<file path="src/rtl/fir_cfg_pkg.sv">
// Shared constants and types for the FIR configuration controller:
// register addresses, control-word layout and reset values, FSM states.
package fir_cfg_pkg;

  localparam logic [11:0] ADDR_CMD  = 12'hffd;
  localparam logic [11:0] ADDR_ID   = 12'hffe;
  localparam logic [11:0] ADDR_CTRL = 12'hfff;

  localparam logic        CTRL_RST_BYPASS = 1'b1;
  localparam logic [3:0]  CTRL_RST_SHIFT  = 4'd12;
  localparam logic [11:0] CTRL_RST_TAP    = 12'd0;
  localparam logic [11:0] CTRL_RST_DS     = 12'd1;

  // Field order mirrors bits [28:0] of the CTRL register.
  typedef struct packed {
    logic        bypass;
    logic [3:0]  shift;
    logic [11:0] tap;
    logic [11:0] ds;
  } ctrl_t;

  localparam ctrl_t CTRL_RST = '{
    bypass: CTRL_RST_BYPASS,
    shift:  CTRL_RST_SHIFT,
    tap:    CTRL_RST_TAP,
    ds:     CTRL_RST_DS
  };

  typedef enum logic [2:0] {
    ST_IDLE,
    ST_RDWAIT,
    ST_HOLD,
    ST_APPLY,
    ST_CLEAR
  } state_t;

  function automatic logic [31:0] ctrl_to_word(input ctrl_t c);
    return {3'b000, c};
  endfunction

endpackage

</file>
<file path="src/rtl/fir_cfg_ctrl.sv">
// Register-bus controller for the FIR array: owns the control word, applies it
// after a pipeline drain, forwards coefficient accesses and clears the coefficient RAM.
module fir_cfg_ctrl
  import fir_cfg_pkg::*;
#(
  parameter int CHANNEL      = 8,
  parameter int FIR_LANE     = 4,
  parameter int acw          = 31,
  parameter int pcmaw        = 9,
  parameter int mul_num      = 2,
  parameter int DRAIN_CYCLES = 64
) (
  input  logic                 clk_2,
  input  logic                 rst,
  input  logic [11:0]          reg_addr,
  input  logic                 reg_rd,
  input  logic                 reg_wr,
  input  logic [31:0]          reg_writedata,
  output logic                 reg_ready,
  output logic [31:0]          reg_readdata,
  output logic [pcmaw-2:0]     param_addr,
  output logic                 param_wr,
  output logic                 param_rd,
  output logic [31:0]          param_wrdata,
  input  logic [31:0]          param_readdata,
  output logic                 bypass,
  output logic [3:0]           pcm_out_shift,
  output logic [11:0]          tap_len,
  output logic [11:0]          down_sample,
  output logic                 fir_hold
);

  localparam int CW      = pcmaw - 1;
  localparam int DRAIN_W = $clog2(DRAIN_CYCLES + 1);
  localparam int CNT_W   = (CW > DRAIN_W) ? CW : DRAIN_W;

  localparam logic [CNT_W-1:0] CLEAR_LAST = CNT_W'((1 << CW) - 1);
  localparam logic [CNT_W-1:0] DRAIN_LAST = CNT_W'(DRAIN_CYCLES - 1);

  localparam logic [31:0] ID_WORD = {8'h00, 5'(FIR_LANE), 1'(mul_num >> 1), 6'(acw),
                                     4'b0000, 4'(pcmaw), 4'(CHANNEL)};

  state_t            state_q, state_d;
  logic [CNT_W-1:0]  cnt_q, cnt_d;
  ctrl_t             shadow_q, shadow_d;
  ctrl_t             live_q, live_d;
  logic              pending_q, pending_d;
  logic              fir_hold_q, fir_hold_d;
  logic              reg_ready_q, reg_ready_d;
  logic [31:0]       reg_readdata_q, reg_readdata_d;

  logic              req;
  logic              is_coef;
  logic              is_reg;
  logic              reg_read;
  logic              busy;
  logic [31:0]       reg_rd_val;

  // A request still held during its own ready cycle must not be taken twice.
  assign req      = (reg_rd | reg_wr) & ~reg_ready_q;
  assign is_coef  = (reg_addr[11:CW] == '0);
  assign is_reg   = (reg_addr == ADDR_CMD) || (reg_addr == ADDR_ID) || (reg_addr == ADDR_CTRL);
  assign reg_read = req & ~reg_wr & is_reg;
  assign busy     = (state_q != ST_IDLE);

  always_comb begin
    reg_rd_val = 32'h0;
    case (reg_addr)
      ADDR_CMD:  reg_rd_val = {30'b0, pending_q, busy};
      ADDR_ID:   reg_rd_val = ID_WORD;
      ADDR_CTRL: reg_rd_val = ctrl_to_word(shadow_q);
      default:   reg_rd_val = 32'h0;
    endcase
  end

  always_comb begin
    state_d        = state_q;
    cnt_d          = cnt_q;
    shadow_d       = shadow_q;
    live_d         = live_q;
    pending_d      = pending_q;
    fir_hold_d     = fir_hold_q;
    reg_ready_d    = 1'b0;
    reg_readdata_d = 32'h0;
    param_addr     = reg_addr[CW-1:0];
    param_wrdata   = reg_writedata;
    param_wr       = 1'b0;
    param_rd       = 1'b0;

    // Status/ID/CTRL reads bypass the FSM so software can poll while busy.
    if (reg_read) begin
      reg_ready_d    = 1'b1;
      reg_readdata_d = reg_rd_val;
    end

    case (state_q)
      ST_IDLE: begin
        if (req && !reg_read) begin
          if (is_coef) begin
            if (reg_wr) begin
              param_wr    = 1'b1;
              reg_ready_d = 1'b1;
            end else begin
              // Strobe in the request cycle so the registered RAM data lands in RDWAIT.
              param_rd = 1'b1;
              state_d  = ST_RDWAIT;
            end
          end else if (reg_wr && reg_addr == ADDR_CTRL) begin
            shadow_d    = ctrl_t'(reg_writedata[28:0]);
            pending_d   = 1'b1;
            fir_hold_d  = 1'b1;
            cnt_d       = '0;
            reg_ready_d = 1'b1;
            state_d     = ST_HOLD;
          end else if (reg_wr && reg_addr == ADDR_CMD && reg_writedata[0]) begin
            fir_hold_d  = 1'b1;
            cnt_d       = '0;
            reg_ready_d = 1'b1;
            state_d     = ST_CLEAR;
          end else begin
            reg_ready_d = 1'b1;
          end
        end
      end
      ST_RDWAIT: begin
        reg_ready_d    = 1'b1;
        reg_readdata_d = param_readdata;
        state_d        = ST_IDLE;
      end
      ST_HOLD: begin
        if (cnt_q == DRAIN_LAST) begin
          state_d = ST_APPLY;
        end else begin
          cnt_d = cnt_q + CNT_W'(1);
        end
      end
      ST_APPLY: begin
        live_d     = shadow_q;
        pending_d  = 1'b0;
        fir_hold_d = 1'b0;
        state_d    = ST_IDLE;
      end
      ST_CLEAR: begin
        param_wr     = 1'b1;
        param_addr   = cnt_q[CW-1:0];
        param_wrdata = 32'h0;
        if (cnt_q == CLEAR_LAST) begin
          cnt_d      = '0;
          fir_hold_d = 1'b0;
          state_d    = ST_IDLE;
        end else begin
          cnt_d = cnt_q + CNT_W'(1);
        end
      end
      default: state_d = ST_IDLE;
    endcase
  end

  always_ff @(posedge clk_2 or posedge rst) begin
    if (rst) begin
      state_q        <= ST_IDLE;
      cnt_q          <= '0;
      shadow_q       <= CTRL_RST;
      live_q         <= CTRL_RST;
      pending_q      <= 1'b0;
      fir_hold_q     <= 1'b0;
      reg_ready_q    <= 1'b0;
      reg_readdata_q <= 32'h0;
    end else begin
      state_q        <= state_d;
      cnt_q          <= cnt_d;
      shadow_q       <= shadow_d;
      live_q         <= live_d;
      pending_q      <= pending_d;
      fir_hold_q     <= fir_hold_d;
      reg_ready_q    <= reg_ready_d;
      reg_readdata_q <= reg_readdata_d;
    end
  end

  assign reg_ready     = reg_ready_q;
  assign reg_readdata  = reg_readdata_q;
  assign fir_hold      = fir_hold_q;
  assign bypass        = live_q.bypass;
  assign pcm_out_shift = live_q.shift;
  assign tap_len       = live_q.tap;
  assign down_sample   = live_q.ds;

endmodule

</file>
<file path="config.mk">
export PLATFORM = sky130hd
export DESIGN_NAME = fir_cfg_ctrl
export DESIGN_NICKNAME = d
export VERILOG_FILES = /design/src/rtl/fir_cfg_pkg.sv /design/src/rtl/fir_cfg_ctrl.sv
export SDC_FILE = /design/constraint.sdc
export NUM_CORES = 1
export LEC_CHECK = 0
export ABC_CLOCK_PERIOD_IN_PS = 3450
export BUFFER_PORTS_ARGS = -buffer_cell sky130_fd_sc_hd__buf_2
export CAP_MARGIN = 20
export CORE_MARGIN = 2
export CORE_UTILIZATION = 30
export DETAILED_ROUTE_END_ITERATION = 10
export PLACE_DENSITY = 0.64
export REMOVE_ABC_BUFFERS = 1
export SETUP_SLACK_MARGIN = 0.05
export SYNTH_ARGS = -nofsm -noshare
export SYNTH_HDL_FRONTEND = slang
export SYNTH_SLANG_ARGS = --single-unit
</file>
<file path="constraint.sdc">
create_clock -name clk_2 -period 3.45 [get_ports clk_2]
set_input_delay 0 -clock clk_2 [delete_from_list [all_inputs] [get_ports clk_2]]
set_output_delay 0 -clock clk_2 [all_outputs]
set_load 0.005 [all_outputs]
</file>
==> metrics.md, run 1 <==
| Metric | Value |
|---|---|
| Setup violators final | 0 |
| Ant diodes | 0 |
| FP Rows | 45 |
| Area grow syn2layout | 44.1% |
| Setup TNS | 0 ns |
| Clk Latency, worst-skew pair | around 0.34 ns |
| Final Slew Violations | 0 |
| Resized cells post-CTS | 0 |
| Hold path depth | 3 |
| Synth top area share | 50.9% |
| Crit start category | register |
| Critical path peak fanout | 18 |
| GRT Total Usage | 15.0% |
| Number of buffers added on ports | 184 |
| Worst Skew | 0.00973 ns |
| R2R setup slack | 0.93 ns |
| Yosys warning total | 0 |
| TritonRoute pass-1 iters | 4 |
| GRT Residual Overflow | 0 |
| Number of synthesized flops with an enable pin | 0 |
| Kind of end point of the critical path | register |
| Initial Util | about 30% |
| Synthesized area per cell | 12.4 um^2 |
| Fin. Hold Viols | 0 |
| Largest net degree at the start of global routing | 86 |
| Dominant synthesized flop cell | dfrtp_1 |
| Count leader, synth | dfrtp_1 |
| Die H | 129 um |
| DP HPWL | 8.25 mm |
| DRC Markers | 0 |
| Post-synthesis cell count | 380 |
| Total core area | 15300 um^2 |
| Place WS | 0.928 ns |
| Commonest cells in the netlist | dfrtp_1 (96), mux2_2 (38), nor2b_1 (34), mux2_4 (28), nand2_1 (22) |
| CTS Buf Count | 9 |
| Fillers | 1411 |
| GP Congestion | 0.830 |
| CTS tree | yes |
| Largest cells by area after synthesis | dfrtp_1 (51%), mux2_2 (9.1%), mux2_4 (8.9%) |
| Status | finished clean |
| # H-tree levels | 3 |
| Pwr dens | 389 nW/um^2 |
| WP data required | 3.67 ns |
| Root Buffer | clkbuf_16 |
| Fin crit period | 2.52 ns |
| Maximum clock insertion buffer count | 2 |
| Initial antenna violation count | 0 |
| Drt initial violations | 131 |
| Final WL | 12.7 mm |
| Clock transition at path regs | 0.07 ns |
| Fin crit share | about 73% |
| RSZ-0062 raised after global routing | false |
| Via count | 3845 |
| Slew margin rel. | 40.8% |
| First-pass GRT wire length | 19.3 mm |
| Max-cap viol count | 0 |
| Min-Delay Path Class | in2reg |
| Max VDD drop | 0.000228 V |
| Max Fclk | ~400 MHz |
| Yosys reg bits | 104 |
| FF-to-FF path depth | 5 |
| Wire length per cell after detailed routing | 15.1 um |
| Mapped Area | 4720 um^2 |
| Area leader, netlist | dfrtp_1 |
| Fraction of registers with async set/reset | 100% |
| CTS sink cnt | 104 |
| Die area | about 17000 um^2 |
| Sequential area share after synthesis | 55.4% |
| WP data arrival | 2.74 ns |
| Leak pwr | between 0.003 and 0.004 uW |
| Final nets | 704 |
| Number of global-route vias before repair | around 3.9k |
| Die Wd | 129 um |
| Worst Tran Pin Value | 0.880 ns |
| Share of post-route cells with drive strength above 1 | 45.7% |
| Worst setup path class | reg2reg |
| Final ANT Viol Nets | 0 |
| Distinct cells, synth | 47 |
| IO Pins | 185 |
| Final WS setup | just over 0.9 ns |
| Vias per cell | 4.58 |
[flip-flops by register name, summed over array words and instances (netlist names)]
register       flops
reg_readdata      32
shadow_q          29
down_sample       12
tap_len           12
cnt_q              8
pcm_out_shift      4
state_q            3
bypass             1
fir_hold           1
pending_q          1
reg_ready          1
[final timing paths]
path                                       startpoint                         end
min in group asynchronous                         rst  reg_readdata[17]$_DFF_PP0_
min                                       reg_addr[0]   reg_readdata[0]$_DFF_PP0_
max reg2reg                    state_q[0]$_DFFE_PP0P_    shadow_q[22]$_DFFE_PP0P_
min reg2reg                down_sample[1]$_DFFE_PP0P_  down_sample[1]$_DFFE_PP0P_
max in group asynchronous                         rst  down_sample[0]$_DFFE_PP1P_
max                            state_q[0]$_DFFE_PP0P_    shadow_q[22]$_DFFE_PP0P_
[per-stage QoR]
step / area, um^2 / utilization [%] / hold slack [ns] / instances / power (uW)
after CTS: 6770 / 44.4 / 0.0361 / 838 / 2680
after global routing: 6800 / 44.5 / 0.0670 / 839 / 2770
final: 6800 / 44.5 / 0.0505 / 839 / 2650
after floorplan: 4590 / - / 0.101 / 359 / 1440
after detailed placement: 5830 / 38.2 / 0.212 / 759 / 1570
after global placement: 5830 / 38.2 / 0.206 / 759 / 1560
[cells in the final DEF, fill, tap and decap left out, types with 5 or more instances in the layout]
master,n
o21ai_0,20
nor2b_1,34
dfstp_2,8
nand2_1,22
buf_2,184
a21oi_1,7
nand3_1,8
inv_1,8
mux2_4,28
a22o_1,17
nor2_1,20
or3_1,6
dlygate4sd3_1,63
buf_4,5
dfrtp_1,96
nor3_1,5
clkbuf_16,9
mux2_2,38
[layer usage]
layer  GRT usage, %  vias to the layer above  wire length, um
li1               -                     1817                -
met1           17.5                     1875             5400
met2           27.0                      140             6350
met3           3.80                       13              791
met4           4.67                        0              164
met5              0                        -                0
[worst max-delay path, cell delays in order (launching register included)]
cell and delay [ns]:
dfrtp_1 0.53, or3_1 0.53, nor2_2 0.23, nand4_4 0.37
buf_4 0.40, mux2_4 0.33
[repair_timing]
action                    CTS  global route
buffers inserted            0             0
hold endpoints to repair  140             0
hold buffers               63             0
[report_power, final]
part           leakage, uW  total (uW)  switching, uW  internal, uW
logic              0.00199         289            131           158
clock network     0.000149        1040            436           604
registers          0.00141        1320           57.2          1260
total              0.00355        2650            624          2020
[cell families after synthesis]
group / after synthesis / synth area share (%)
and+or+nand+nor: 119 / 14.2
DFF: 104 / 55.4
muxes: 69 / 18.6
AOI/OAI and AO/OA: 57 / 8.17
buffers and inverters: 30 / 3.32
adders and majority gates: 1 / 0.265
[cell type report]
cell class | count | area, um^2 | share of cell area, %
multi-input combinational | 246 | 1960 | 28.8
tap | 211 | 264 | 3.88
inverter | 9 | 36.3 | 0.534
clock inverter | 4 | 51.3 | 0.755
timing repair buffer | 253 | 1620 | 23.8
clock buffer | 12 | 256 | 3.77
sequential | 104 | 2610 | 38.4
(Power assumes the default switching activity.)
==> run 2: changes to the inputs <==
--- a/config.mk
+++ b/config.mk
@@ -5,7 +5,7 @@
 export SDC_FILE = /design/constraint.sdc
 export NUM_CORES = 1
 export LEC_CHECK = 0
-export ABC_CLOCK_PERIOD_IN_PS = 3450
+export ABC_CLOCK_PERIOD_IN_PS = 2360
 export BUFFER_PORTS_ARGS = -buffer_cell sky130_fd_sc_hd__buf_2
 export CAP_MARGIN = 20
 export CORE_MARGIN = 2
==> constraint.sdc (replaced) <==
create_clock -name clk_2 -period 2.36 [get_ports clk_2]
set_input_delay 0 -clock clk_2 [delete_from_list [all_inputs] [get_ports clk_2]]
set_output_delay 0 -clock clk_2 [all_outputs]
set_load 0.005 [all_outputs]
==> run 2 against run 1 <==
Effect of this change: global-route usage increased by 0.61 points; worst hold slack got worse by 0.029 ns; non-clock buffer count increased by 6; sequential power increased by 45%; count of clock-buffer cells in the layout decreased by 2; via count increased by 0.75%; setup slack got worse by 0.71 ns; cell count increased by 0.72%; clock skew decreased by 0.0043 ns; critical path type is now reg2out; highest routed layer unchanged.
==> metrics.md, run 2 (same netlist as run 1, synthesis figures left out) <==
| Metric | Value |
|---|---|
| Status | finished clean |
| GRT Residual Overflow | 0 (unchanged) |
| Setup repair bufs after CTS | 0 (unchanged) |
| Die area | 16700 um^2 (unchanged) |
| Ant diodes | 0 (unchanged) |
| Maximum clock insertion buffer count | 2 (unchanged) |
| Total core area | 15300 um^2 (unchanged) |
| Area post-placement | 5900 um^2 (+1.1%) |
| Root Buffer | clkbuf_16 |
| CTS sink cnt | 104 (unchanged) |
| FP Rows | 45 (unchanged) |
| First-pass GRT wire length | 20.0 mm (+3.3%) |
| Max VDD drop | 0.000361 V (+58%) |
| Wire length per cell after detailed routing | 15.4 um (+1.5%) |
| FF-to-FF path depth | 5 (unchanged) |
| Initial Util | 30.9% (unchanged) |
| Fin. Hold Viols | 0 (unchanged) |
| Final ANT Viol Nets | 0 (unchanged) |
| Cell mode on critical path | buf_4 |
| Sequential cell area | 2610 um^2 (unchanged) |
| Crit path launch | state_q[0]$_DFFE_PP0P_ |
| Number of global-route vias before repair | 3990 (+3.3%) |
| DP HPWL | 8.49 mm (+3.0%) |
| Fin crit share | between 90% and 100% |
| Setup violators final | 0 (unchanged) |
| CP max-delay cell | buf_4 |
| End point of the critical path | param_addr[1] |
| TritonRoute pass-1 iters | 4 (unchanged) |
| Leak pwr | 0.00358 uW (+0.84%) |
| CTS Buf Count | 9 (unchanged) |
| Kind of end point of the critical path | output port |
| Share of post-route cells with drive strength above 1 | 46.5% (+0.83 points) |
| Number of buffers added on ports | 184 (unchanged) |
| Fin area | 6860 um^2 (+0.99%) |
| CTS tree | yes |
| Drt initial violations | 144 (+9.9%) |
| Setup TNS | 0 ns (unchanged) |
| Clock transition at path regs | 0.07 ns (about the same) |
| IO Pins | 185 (unchanged) |
| Slew margin rel. | 39.8% (-0.94 points) |
| Pwr dens | 581 nW/um^2 (+49%) |
| Critical path peak fanout | 40 (+22) |
| WP data arrival | 2.14 ns (-0.60 ns) |
| Crit start category | register |
| Worst setup path class | reg2out |
| Peak per-stage delay on the critical path | 0.47 ns (-0.06 ns) |
| Die H | 129 um (unchanged) |
| R2R setup slack | 0.36 ns (-0.57 ns) |
| Commonest cells after routing, fill and taps aside | buf_2 (184), dfrtp_1 (96), dlygate4sd3_1 (63), mux2_2 (38), nor2b_1 (34) |
| Area of the multi-input gates | 1970 um^2 (+0.38%) |
| Die Wd | 129 um (unchanged) |
| Worst Skew | 0.00542 ns (-0.00431 ns) |
| Fin crit period | 2.14 ns |
| Final nets | 710 (+0.85%) |
| Vias per cell | 4.58 (about the same) |
| DRC Markers | 0 (unchanged) |
| Reg-to-Reg End | reg_readdata[9]$_DFF_PP0_ |
| RSZ-0062 raised after global routing | false |
| Min-Delay Path Class | in2reg |
| Most common cell after layout, fill and taps aside | buf_2 |
| Max Fclk | 468 MHz |
| GRT Total Usage | 15.6% (+0.61 points) |
| Origin of the critical flop-to-flop path | reg_ready$_DFF_PP0_ |
| Initial antenna violation count | 0 (unchanged) |
| Final WL | 13.0 mm (+2.3%) |
| Max reg flops | 32 (unchanged) |
| Final Slew Violations | 0 (unchanged) |
| Area grow syn2layout | 45.6% |
| Largest net degree at the start of global routing | 68 (-21%) |
| WP data required | 2.36 ns (-1.31 ns) |
| Via count | 3874 (+0.75%) |
| GP Congestion | 0.765 (-7.8%) |
| Clk Latency, worst-skew pair | 0.35 ns (about the same) |
| Max-cap viol count | 0 (unchanged) |
| Cell Chain, Critical Path | buf_4, nor3b_4, buf_4, mux2_2, buf_2 |
| Worst Tran Pin Value | 0.903 ns (+0.0223 ns) |
| Fillers | 1407 (-0.28%) |
| # H-tree levels | 3 (unchanged) |
==> run 2: changes by cell type in the layout (fill, tap and decap cells not counted) <==
cell	previous run	this run
buf_12	0	1
buf_16	1	0
buf_4	5	11
bufinv_16	1	2
clkbuf_1	1	0
clkbuf_8	2	1
clkinv_2	1	0
clkinvlp_4	1	3
o41ai_1	1	0
o41ai_2	0	1
==> run 2: worst min-delay path by stage <==
| stage | from | slack, ns | cells past startpoint | end |
|---|---|---|---|---|
| floorplan | reg_rd | 0.10 | 2 | param_rd |
| global placement | rst | 0.06 | 2 | reg_readdata[17]$_DFF_PP0_ |
| detailed placement | rst | 0.07 | 2 | reg_readdata[17]$_DFF_PP0_ |
| CTS | reg_addr[0] | 0.009 | 3 | reg_readdata[1]$_DFF_PP0_ |
| global route | reg_wr | 0.05 | 4 | reg_ready$_DFF_PP0_ |
| finish | reg_addr[0] | 0.02 | 3 | reg_readdata[1]$_DFF_PP0_ |
==> run 2: layout make-up <==
cell class,count,area share (%)
Clock inverter,6,1.33
Inverter,9,0.529
Clock buffer,10,3.48
Timing Repair Buffer,259,24.1
Sequential cell,104,38.1
Multi-Input combinational cell,246,28.7
Tap cell,211,3.85
==> run 2: routing by layer <==
metal  global-route usage [%]  up-vias  share of wire [%]
met4                     7.80        0                2.6
met3                     2.93       24                5.3
li1                         -     1836                  -
met5                        0        -                  0
met2                     27.2      151                 50
met1                     18.4     1863                 43
==> run 2: where the power goes <==
| group | total (uW) | internal [uW] | switching, uW |
|---|---|---|---|
| sequential | 1920 | 1840 | 80.1 |
| combinational | 429 | 231 | 198 |
| clock | 1640 | 962 | 678 |
==> run 2: worst max-delay path, delay by kind of cell, from the launching register on <==
| kind | cells | cell delay (ns) |
|---|---|---|
| mux | 1 | 0.40 |
| simple gates | 1 | 0.22 |
| flops | 1 | 0.37 |
| buf+inv | 3 | 0.78 |
==> run 2: timing repair <==
item | in CTS | in global routing
endpoints found under the hold margin | 95 | 0
setup endpoints to repair | 0 | 5
hold buffers | 63 | 0
gates resized for setup | 0 | 1
==> run 2: metrics by stage <==
stage / power, uW / std cells / worst slack [ns] / util (%) / hold WS [ns]
after floorplan: 2100 / 359 / -0.525 / - / 0.101
after global placement: 2280 / 766 / 0.311 / 38.6 / 0.0625
after detailed placement: 2300 / 766 / 0.183 / 38.6 / 0.0744
after CTS: 4030 / 845 / 0.180 / 44.9 / 0.00871
after global routing: 4180 / 845 / 0.118 / 45.0 / 0.0484
final: 3990 / 845 / 0.224 / 45.0 / 0.0214
